$ cat config.mk
export PLATFORM = sky130hd
export DESIGN_NAME = jug_pour_engine_flat
export DESIGN_NICKNAME = d
export VERILOG_FILES = /design/src/rtl/jug_pour_engine_if.sv /design/src/rtl/jug_pour_engine.sv /design/src/flat_wrapper.sv
export SDC_FILE = /design/constraint.sdc
export NUM_CORES = 1
export LEC_CHECK = 0
export BUFFER_PORTS_ARGS = -buffer_cell sky130_fd_sc_hd__clkbuf_2
export CAP_MARGIN = 20
export CORE_MARGIN = 2
export CORE_UTILIZATION = 50
export CTS_CLUSTER_DIAMETER = 40
export DETAILED_ROUTE_END_ITERATION = 12
export PLACE_DENSITY = 0.74
export SKIP_LAST_GASP = 1
export SYNTH_ARGS = -nofsm -noshare
export SYNTH_HDL_FRONTEND = slang
export SYNTH_SLANG_ARGS = --single-unit
$ cat constraint.sdc
create_clock -name clk -period 4.4 [get_ports clk]
set_clock_uncertainty 0.2 [all_clocks]
set_input_delay 0.44 -clock clk [delete_from_list [all_inputs] [get_ports clk]]
set_output_delay 0.44 -clock clk [all_outputs]
set_load 0.005 [all_outputs]
$ cat src/rtl/jug_pour_engine_if.sv
// Command handshake bundle for jug_pour_engine.
//   cmd_valid : command offered by the requester
//   cmd_ready : engine can accept a command this cycle
//   cmd_src   : source bucket (0=A, 1=B, 2=C, 3=illegal)
//   cmd_dst   : destination bucket, same encoding
// master = command issuer, slave = engine.
interface jug_pour_engine_if;
  logic       cmd_valid;
  logic       cmd_ready;
  logic [1:0] cmd_src;
  logic [1:0] cmd_dst;

  modport master (output cmd_valid, output cmd_src, output cmd_dst, input cmd_ready);
  modport slave  (input cmd_valid, input cmd_src, input cmd_dst, output cmd_ready);
endinterface

$ cat src/rtl/jug_pour_engine.sv
// Three-bucket water-jug engine. Accepts pour commands over a valid/ready
// handshake and moves one unit of water per clock from the source bucket to
// the destination bucket until the source is empty or the destination is full.
// Ports:
//   clk, rst        : clock, synchronous active-high reset
//   cmd_if (slave)  : command handshake (valid/ready/src/dst)
//   bkt_a/b/c_o     : registered bucket levels
//   busy_o          : engine is in POUR or DONE
//   cmd_done_o      : one-cycle pulse, accepted legal command finished
//   err_o           : one-cycle pulse, illegal command rejected
//   move_count_o    : completed legal moves, saturating at 0xFFFF
//   goal_hit_o      : combinational, some bucket holds GOAL
//   goal_seen_o     : sticky, goal_hit has been seen since reset
module jug_pour_engine #(
  parameter int unsigned CAP_A = 8,
  parameter int unsigned CAP_B = 5,
  parameter int unsigned CAP_C = 3,
  parameter int unsigned GOAL  = 4,
  parameter int unsigned W     = 4
) (
  input  logic                 clk,
  input  logic                 rst,
  jug_pour_engine_if.slave     cmd_if,
  output logic [W-1:0]         bkt_a_o,
  output logic [W-1:0]         bkt_b_o,
  output logic [W-1:0]         bkt_c_o,
  output logic                 busy_o,
  output logic                 cmd_done_o,
  output logic                 err_o,
  output logic [15:0]          move_count_o,
  output logic                 goal_hit_o,
  output logic                 goal_seen_o
);

  typedef enum logic [1:0] {IDLE = 2'd0, POUR = 2'd1, DONE = 2'd2} state_e;

  localparam logic [W-1:0] ONE_W  = W'(1);
  localparam logic [W-1:0] ZERO_W = {W{1'b0}};
  localparam logic [W-1:0] CAP_AW = W'(CAP_A);
  localparam logic [W-1:0] CAP_BW = W'(CAP_B);
  localparam logic [W-1:0] CAP_CW = W'(CAP_C);
  localparam logic [W-1:0] GOAL_W = W'(GOAL);

  // Selects one of three bucket-indexed values; code 3 yields zero.
  function automatic logic [W-1:0] pick(input logic [1:0] sel, input logic [W-1:0] a,
                                        input logic [W-1:0] b, input logic [W-1:0] c);
    case (sel)
      2'd0:    pick = a;
      2'd1:    pick = b;
      2'd2:    pick = c;
      default: pick = ZERO_W;
    endcase
  endfunction

  // One unit of transfer applied to the bucket with index idx.
  function automatic logic [W-1:0] pour_step(input logic [1:0] idx, input logic [1:0] src,
                                             input logic [1:0] dst, input logic [W-1:0] lvl);
    if (idx == src) begin
      pour_step = lvl - ONE_W;
    end else if (idx == dst) begin
      pour_step = lvl + ONE_W;
    end else begin
      pour_step = lvl;
    end
  endfunction

  state_e      state_q, state_d;
  logic [1:0]  src_q, src_d, dst_q, dst_d;
  logic [W-1:0] rem_q, rem_d;
  logic [W-1:0] a_q, a_d, b_q, b_d, c_q, c_d;
  logic [15:0] mc_q, mc_d;
  logic        err_q, err_d;
  logic        goal_seen_q, goal_seen_d;

  logic        accept_s, illegal_s, goal_hit_s;
  logic [W-1:0] src_lvl_s, dst_lvl_s, dst_cap_s, space_s, amt_s;
  logic [15:0] mc_inc_s;

  assign cmd_if.cmd_ready = (state_q == IDLE) && !rst;
  assign accept_s  = cmd_if.cmd_valid && cmd_if.cmd_ready;
  assign illegal_s = (cmd_if.cmd_src == 2'd3) || (cmd_if.cmd_dst == 2'd3) ||
                     (cmd_if.cmd_src == cmd_if.cmd_dst);

  // Transfer amount: destination headroom never wraps since levels never exceed capacity.
  assign src_lvl_s = pick(cmd_if.cmd_src, a_q, b_q, c_q);
  assign dst_lvl_s = pick(cmd_if.cmd_dst, a_q, b_q, c_q);
  assign dst_cap_s = pick(cmd_if.cmd_dst, CAP_AW, CAP_BW, CAP_CW);
  assign space_s   = dst_cap_s - dst_lvl_s;
  assign amt_s     = (src_lvl_s < space_s) ? src_lvl_s : space_s;

  assign mc_inc_s   = (mc_q == 16'hFFFF) ? mc_q : (mc_q + 16'd1);
  assign goal_hit_s = (a_q == GOAL_W) || (b_q == GOAL_W) || (c_q == GOAL_W);

  // State and datapath registers.
  always_ff @(posedge clk) begin
    if (rst) begin
      state_q     <= IDLE;
      src_q       <= 2'd0;
      dst_q       <= 2'd0;
      rem_q       <= ZERO_W;
      a_q         <= CAP_AW;
      b_q         <= ZERO_W;
      c_q         <= ZERO_W;
      mc_q        <= 16'd0;
      err_q       <= 1'b0;
      goal_seen_q <= 1'b0;
    end else begin
      state_q     <= state_d;
      src_q       <= src_d;
      dst_q       <= dst_d;
      rem_q       <= rem_d;
      a_q         <= a_d;
      b_q         <= b_d;
      c_q         <= c_d;
      mc_q        <= mc_d;
      err_q       <= err_d;
      goal_seen_q <= goal_seen_d;
    end
  end

  // Next-state and datapath update logic.
  always_comb begin
    state_d     = state_q;
    src_d       = src_q;
    dst_d       = dst_q;
    rem_d       = rem_q;
    a_d         = a_q;
    b_d         = b_q;
    c_d         = c_q;
    mc_d        = mc_q;
    err_d       = 1'b0;
    goal_seen_d = goal_seen_q | goal_hit_s;
    case (state_q)
      IDLE: begin
        if (accept_s && illegal_s) begin
          err_d = 1'b1;
        end else if (accept_s) begin
          src_d = cmd_if.cmd_src;
          dst_d = cmd_if.cmd_dst;
          rem_d = amt_s;
          if (amt_s == ZERO_W) begin
            // Nothing to move, but it still counts as a completed move.
            state_d = DONE;
            mc_d    = mc_inc_s;
          end else begin
            state_d = POUR;
          end
        end else begin
          state_d = IDLE;
        end
      end
      POUR: begin
        a_d   = pour_step(2'd0, src_q, dst_q, a_q);
        b_d   = pour_step(2'd1, src_q, dst_q, b_q);
        c_d   = pour_step(2'd2, src_q, dst_q, c_q);
        rem_d = rem_q - ONE_W;
        if (rem_q == ONE_W) begin
          state_d = DONE;
          mc_d    = mc_inc_s;
        end else begin
          state_d = POUR;
        end
      end
      DONE: begin
        state_d = IDLE;
      end
      default: begin
        state_d = IDLE;
      end
    endcase
  end

  assign bkt_a_o      = a_q;
  assign bkt_b_o      = b_q;
  assign bkt_c_o      = c_q;
  assign busy_o       = (state_q == POUR) || (state_q == DONE);
  assign cmd_done_o   = (state_q == DONE);
  assign err_o        = err_q;
  assign move_count_o = mc_q;
  assign goal_hit_o   = goal_hit_s;
  assign goal_seen_o  = goal_seen_q;

endmodule
$ cat src/flat_wrapper.sv
// flat-port wrapper written by rule: the top's interface ports become plain ports
module jug_pour_engine_flat 
#(
  parameter int unsigned CAP_A = 8,
  parameter int unsigned CAP_B = 5,
  parameter int unsigned CAP_C = 3,
  parameter int unsigned GOAL  = 4,
  parameter int unsigned W     = 4
)
  (clk, rst, bkt_a_o, bkt_b_o, bkt_c_o, busy_o, cmd_done_o, err_o, move_count_o, goal_hit_o, goal_seen_o, cmd_if_cmd_valid, cmd_if_cmd_src, cmd_if_cmd_dst, cmd_if_cmd_ready);
  jug_pour_engine_if cmd_if_i ();
  input  logic clk;
  input  logic rst;
  output logic [W-1:0] bkt_a_o;
  output logic [W-1:0] bkt_b_o;
  output logic [W-1:0] bkt_c_o;
  output logic busy_o;
  output logic cmd_done_o;
  output logic err_o;
  output logic [15:0] move_count_o;
  output logic goal_hit_o;
  output logic goal_seen_o;
  input wire logic [$bits(cmd_if_i.cmd_valid)-1:0] cmd_if_cmd_valid;
  input wire logic [$bits(cmd_if_i.cmd_src)-1:0] cmd_if_cmd_src;
  input wire logic [$bits(cmd_if_i.cmd_dst)-1:0] cmd_if_cmd_dst;
  output wire logic [$bits(cmd_if_i.cmd_ready)-1:0] cmd_if_cmd_ready;
  assign cmd_if_i.cmd_valid = cmd_if_cmd_valid;
  assign cmd_if_i.cmd_src = cmd_if_cmd_src;
  assign cmd_if_i.cmd_dst = cmd_if_cmd_dst;
  assign cmd_if_cmd_ready = cmd_if_i.cmd_ready;
  jug_pour_engine #(.CAP_A(CAP_A), .CAP_B(CAP_B), .CAP_C(CAP_C), .GOAL(GOAL), .W(W)) u_core (.clk(clk), .rst(rst), .cmd_if(cmd_if_i), .bkt_a_o(bkt_a_o), .bkt_b_o(bkt_b_o), .bkt_c_o(bkt_c_o), .busy_o(busy_o), .cmd_done_o(cmd_done_o), .err_o(err_o), .move_count_o(move_count_o), .goal_hit_o(goal_hit_o), .goal_seen_o(goal_seen_o));
endmodule
Yosys cells after proc, flatten, opt, wreduce, memory -nomap -nowiden --
Cells that the tools add are included. W data, S select, Z words.
Storage, ports and cells: logic and storage cells 96, bits of input ports 7, register bits after elaboration 40
Operators by class: reductions and logical operators 26, eq/ne operators 22, multiplexer cells 25, bitwise logic cells 3, magnitude comparators 1, add/sub/neg operators 9
Operators with widths (count):
- $mux W16 | 5
- $mux W4 | 9
- $pmux W4 S3 | 3
- $pmux W16 S2 | 1
- $add A16 B1 Y16 const B | 1
- $eq A16 B16 Y1 const B | 1
- $sub A4 B1 Y4 const B | 4
- $add A4 B1 Y4 const B | 3
- $eq A4 B3 Y1 const B | 3
- $eq A2 B2 Y1 const B | 5
- $logic_not A2 Y1 | 5
- $mux W2 | 4
- $pmux W4 S2 | 1
- $reduce_bool A2 Y1 | 4
- $eq A2 B1 Y1 const B | 3
- $reduce_and A2 Y1 | 3
- $reduce_and A3 Y1 | 2
- $logic_or A1 B1 Y1 | 5
- $reduce_and A5 Y1 | 1
- $eq A1 B2 Y1 const A | 2
- $eq A2 B2 Y1 const A | 2
- $eq A4 B1 Y1 const B | 1
- $logic_not A4 Y1 | 1
- $lt A4 B4 Y1 | 1
- other kinds (11) | 16

Longest topological paths before layout --
depth after elaboration 10, gate-level depth with buffers 20, gate-level depth less buffers 18

Worst setup path after synthesis --
Ideal clock, no wire load.
path type in2reg, start point input cmd_if_cmd_dst[1], end point register u_core.mc_q[11] (netlist: u_core.move_count_o[11]), path slack -0.039 ns, required time 4.077 ns, data arrival time 4.116 ns, stages on the path 18, path buffers 1, library setup time 0.123 ns, cell sequence inv_1 > ha_1 > nand2_1 > a31o_2 > ha_1 > a21o_1 > a21oi_1 > xor2_1 > xor2_1 > inv_1 > ha_1 > or4_4 > o21ai_2 > mux2i_1 > a211o_1 > buf_6 > nor4_2 > mux2_1
Between the ends: longest elaborated chain between the ends 8, elaborated cells between the ends (all ways) 17
RTL lines:
- start, declared | RTL line flat_wrapper.sv:25 | input wire logic [$bits(cmd_if_i.cmd_dst)-1:0] cmd_if_cmd_dst;
- $eq A2 B2 Y1 (tied with other cells) | RTL line jug_pour_engine.sv:47 | case (sel)
- $pmux W4 S3 | RTL line jug_pour_engine.sv:47
- $sub A4 B4 Y4 | RTL line jug_pour_engine.sv:88 | assign space_s = dst_cap_s - dst_lvl_s;
- $lt A4 B4 Y1 | RTL line jug_pour_engine.sv:89 | assign amt_s = (src_lvl_s < space_s) ? src_lvl_s : space_s;
- $mux W4 | RTL line jug_pour_engine.sv:89
- $logic_not A4 Y1 | RTL line jug_pour_engine.sv:141 | if (amt_s == ZERO_W) begin
- $ne A2 B2 Y1 (no line)
- $reduce_and A5 Y1 (no line) *
- end signal, assigned | RTL line jug_pour_engine.sv:115 | mc_q <= mc_d;
- end, declared | RTL line jug_pour_engine.sv:71 | logic [15:0] mc_q, mc_d;
Mark *: on every way between the ends. The rest lies on a longest branch, timed or not. A chain may end at the register's enable or synchronous reset.

Final worst setup path --
start point input cmd_if_cmd_dst[1], end point register u_core.mc_q[12] (netlist: u_core.move_count_o[12])
The elaborated chain is that of the path after synthesis.

==> impl_metrics.toml <==
[floorplanning]
coreArea_um2 = 5200
ios = 41
num_rows = 26
start_util_pct = 52.5
die_x_um = 77.9
die_area_um2 = 6070
dieHeight_um = 77.9

[timing]
worst_pin_slew_ns = 0.532
rsz0062_at_grt = "yes"
hold_ws_ns = 0.272
finalCriticalPeriod_ns = 4.34
maxSlewViolCount = 0
slew_headroom_pct = 64.3
setup_tns_ns = 0
fmax_mhz = 230
worst_slack_ns = 0.0609
finalCritPeriodShare_pct = 98.6
finalSetupViolCount = 0
hold_violations = 0

[critical_path]
endpoint_kind = "register"
reg2reg_to = "u_core.move_count_o[12]$_SDFFE_PP0P_"
cp_slowest_cell = "or4_4"
path_delay_family = "compound AO/OA/AOI/OAI gates"
setup.worst_path.start = "cmd_if_cmd_dst[1]"
cp.depth = 18
rr_worst_depth = 15
worstPathRequired_ns = 4.43
crit_type = "in -> reg"
crit_end = "u_core.move_count_o[12]$_SDFFE_PP0P_"
worstPathArrival_ns = 4.37
path_buf_inv = 4
worst_setup_path_start_kind = "input port"
max_stage_delay_ns = 0.54
crit_chain = "clkbuf_2 > buf_4 > ha_4 > a222oi_1 > or2_2 > ha_1 > a21oi_2 > xor2_1 > xor2_1 > inv_1 > ha_1 > or4_4 > o21ai_4 > mux2i_2 > a211o_4 > buf_6 > or4_1 > a21oi_2"
critical_path_peak_fanout = 10
regToRegSetupSlack_ns = 0.22
reg2reg_from = "u_core.bkt_b_o[2]$_SDFFE_PP0P_"

[global_route]
grt_pass1_vias = 2441
use_met3_pct = 3.60
top_usage_layer = "met2"
antenna_found_initial = 0
grt_max_degree = 42
grt_pass1_wl_um = 11000
met2_usage_pct = 38.3
grt_util_all_layers_pct = 22.4
grtUsageMet1_pct = 29.3
grt_overflow = 0

[clocking]
cts_tree = "yes"
numCtsBuffers = 5
clock-sinks = 40
root_buffer = "clkbuf_8"
htree_levels = 2
insertion_delay_ns = 0.29
clock_path_buffers = 2
clk_pin_slew_ns = 0.08

[route]
vias = 2600
antenna_left = 0
firstDrtPassIters = 4
wl_per_cell_um = 14.4
vias_per_cell = 5.58
drc = 0
wl_um = 6720
initialDrtViolationCount = 165

[placement]
placed_cell_area_um2 = 3170
detailedPlace.worstSlack_ns = -0.297
place_hpwl_um = 4980
io_buffers = 40
place.gp.congestion = 0.840

[cells_and_area]
fin_area_um2 = 3350
area_growth_pct = 22.7
final_nets = 432
final_common_cell = "nor2_1"
drive_above_1_share_pct = 23.7
fillers = 475
antenna_cells = 0
final_cell_mix = "nor2_1, dfxtp_1, clkbuf_2"

[power_and_ir_drop]
power_leakage_nw = 1.43
peakVddDrop_mv = 0.138
powerDensity_nw_per_um2 = 259
total_power_mw = 0.867

[worst_hold_path]
min-delay-path-class = "reg -> reg"
whs_path_depth = 2

[yosys]
synth_edf_count = 0
yosys_register_bits = 40
ys_seq_area_share_pct = 29.3
ys_async_sr_fraction_pct = 0
synth_area_um2 = 2730
avgSynthCellArea_um2 = 8.25
netlist_instances = 331
ys_types = 53
synth_top_flop_cell = "dfxtp_1"
syn_nets = 367
ys_warn_count = 0

[run]
cap_violations = 0

[status]
status = "finished, final reports clean"
-- synth_stat cells, types with 2 or more instances --
| library cell | n | area, um2 |
|---|---|---|
| o21ai_0 | 8 | 40.0 |
| mux2i_1 | 11 | 110 |
| buf_4 | 2 | 15.0 |
| a2bb2oi_1 | 2 | 17.5 |
| xor2_1 | 5 | 43.8 |
| or4_1 | 5 | 37.5 |
| or2_1 | 2 | 12.5 |
| a211oi_1 | 3 | 22.5 |
| nor2b_1 | 7 | 43.8 |
| dfxtp_1 | 40 | 801 |
| nor4b_1 | 3 | 26.3 |
| o21ai_1 | 9 | 45.0 |
| mux2_1 | 2 | 22.5 |
| a222oi_1 | 3 | 30.0 |
| or3_1 | 9 | 56.3 |
| inv_1 | 29 | 109 |
| nor2_1 | 42 | 158 |
| a21o_1 | 10 | 75.1 |
| clkbuf_1 | 5 | 18.8 |
| nor4_1 | 2 | 12.5 |
| nand2b_1 | 6 | 37.5 |
| nand3_1 | 7 | 35.0 |
| ha_1 | 25 | 313 |
| xnor2_1 | 8 | 70.1 |
| nand2_1 | 15 | 56.3 |
| nand4_1 | 3 | 18.8 |
| fa_1 | 4 | 80.1 |
| and3_1 | 3 | 18.8 |
| o31ai_1 | 5 | 37.5 |
| a21oi_1 | 33 | 165 |
-- power breakdown --
part / switching [mW] / leakage [nW] / total [mW] / internal (mW)
sequential: 0.0108 / 0.323 / 0.384 / 0.373
combinational: 0.128 / 1.07 / 0.240 / 0.112
clock: 0.135 / 0.0400 / 0.243 / 0.108
total: 0.274 / 1.43 / 0.867 / 0.593
-- layer usage --
metal  wire (um)  vias to the layer above
li1            -                     1299
met1        3120                     1239
met2        3320                       58
met3         252                        4
met4          34                        0
met5           0                        -
-- logic make-up after synthesis --
group | after synthesis | share of synthesized area (%)
simple gates | 111 | 20.9
xor+xnor | 13 | 4.17
fa+ha+maj | 29 | 14.4
compound gates | 87 | 20.6
mux | 13 | 4.86
flops | 40 | 29.3
buf+inv | 38 | 5.82
-- per-stage QoR --
stage / std cells / util [%]
after floorplan: 331 / -
after global placement: 458 / 61.0
after detailed placement: 458 / 61.0
after CTS: 465 / 62.5
after global routing: 466 / 64.4
final: 466 / 64.4
-- worst min-delay path by stage --
| stage | from | to |
|---|---|---|
| after floorplan | u_core.rem_q[3]$_SDFFE_PP0P_ | u_core.rem_q[3]$_SDFFE_PP0P_ |
| after global placement | u_core.goal_seen_o$_SDFF_PP0_ | u_core.goal_seen_o$_SDFF_PP0_ |
| after detailed placement | u_core.goal_seen_o$_SDFF_PP0_ | u_core.goal_seen_o$_SDFF_PP0_ |
| after CTS | u_core.goal_seen_o$_SDFF_PP0_ | u_core.goal_seen_o$_SDFF_PP0_ |
| after global routing | u_core.move_count_o[14]$_SDFFE_PP0P_ | u_core.move_count_o[14]$_SDFFE_PP0P_ |
| final | u_core.goal_seen_o$_SDFF_PP0_ | u_core.goal_seen_o$_SDFF_PP0_ |
-- state kept, by name, indices dropped and copies added (netlist names) --
| signal | count |
|---|---|
| u_core.move_count_o | 16 |
| u_core.goal_seen_o | 1 |
| u_core.dst_q | 2 |
| u_core.bkt_b_o | 4 |
| u_core.state_q | 2 |
| u_core.bkt_a_o | 4 |
| u_core.err_o | 1 |
| u_core.rem_q | 4 |
| u_core.bkt_c_o | 4 |
| u_core.src_q | 2 |
-- area by class of cell --
class	instances	area [um2]	area share, %
Timing Repair Buffer	67	413	12.3
Clock inverter	2	12.5	0.373
Sequential cell	40	801	23.9
Tap cell	70	87.6	2.61
Clock buffer	5	68.8	2.05
Inverter	29	111	3.32
Multi-Input combinational cell	253	1860	55.4
-- worst register-to-register path, delay by kind of cell (launching register included) --
family                     cells  cell delay (ns)
DFF                            1             0.46
adders and majority gates      2             0.50
muxes                          1             0.10
AOI/OAI and AO/OA              5             0.99
xor gates and xnor gates       2             0.39
buffers and inverters          2             0.21
and+or+nand+nor                3             1.27
-- timing repair --
item | 4_1_cts | 5_1_grt
hold buffers | 0 | 0
resized for setup | 0 | 20
setup endpoints to repair | 0 | 13
buffers inserted | 0 | 1
No activity file was read; power rests on OpenSTA's default activity.
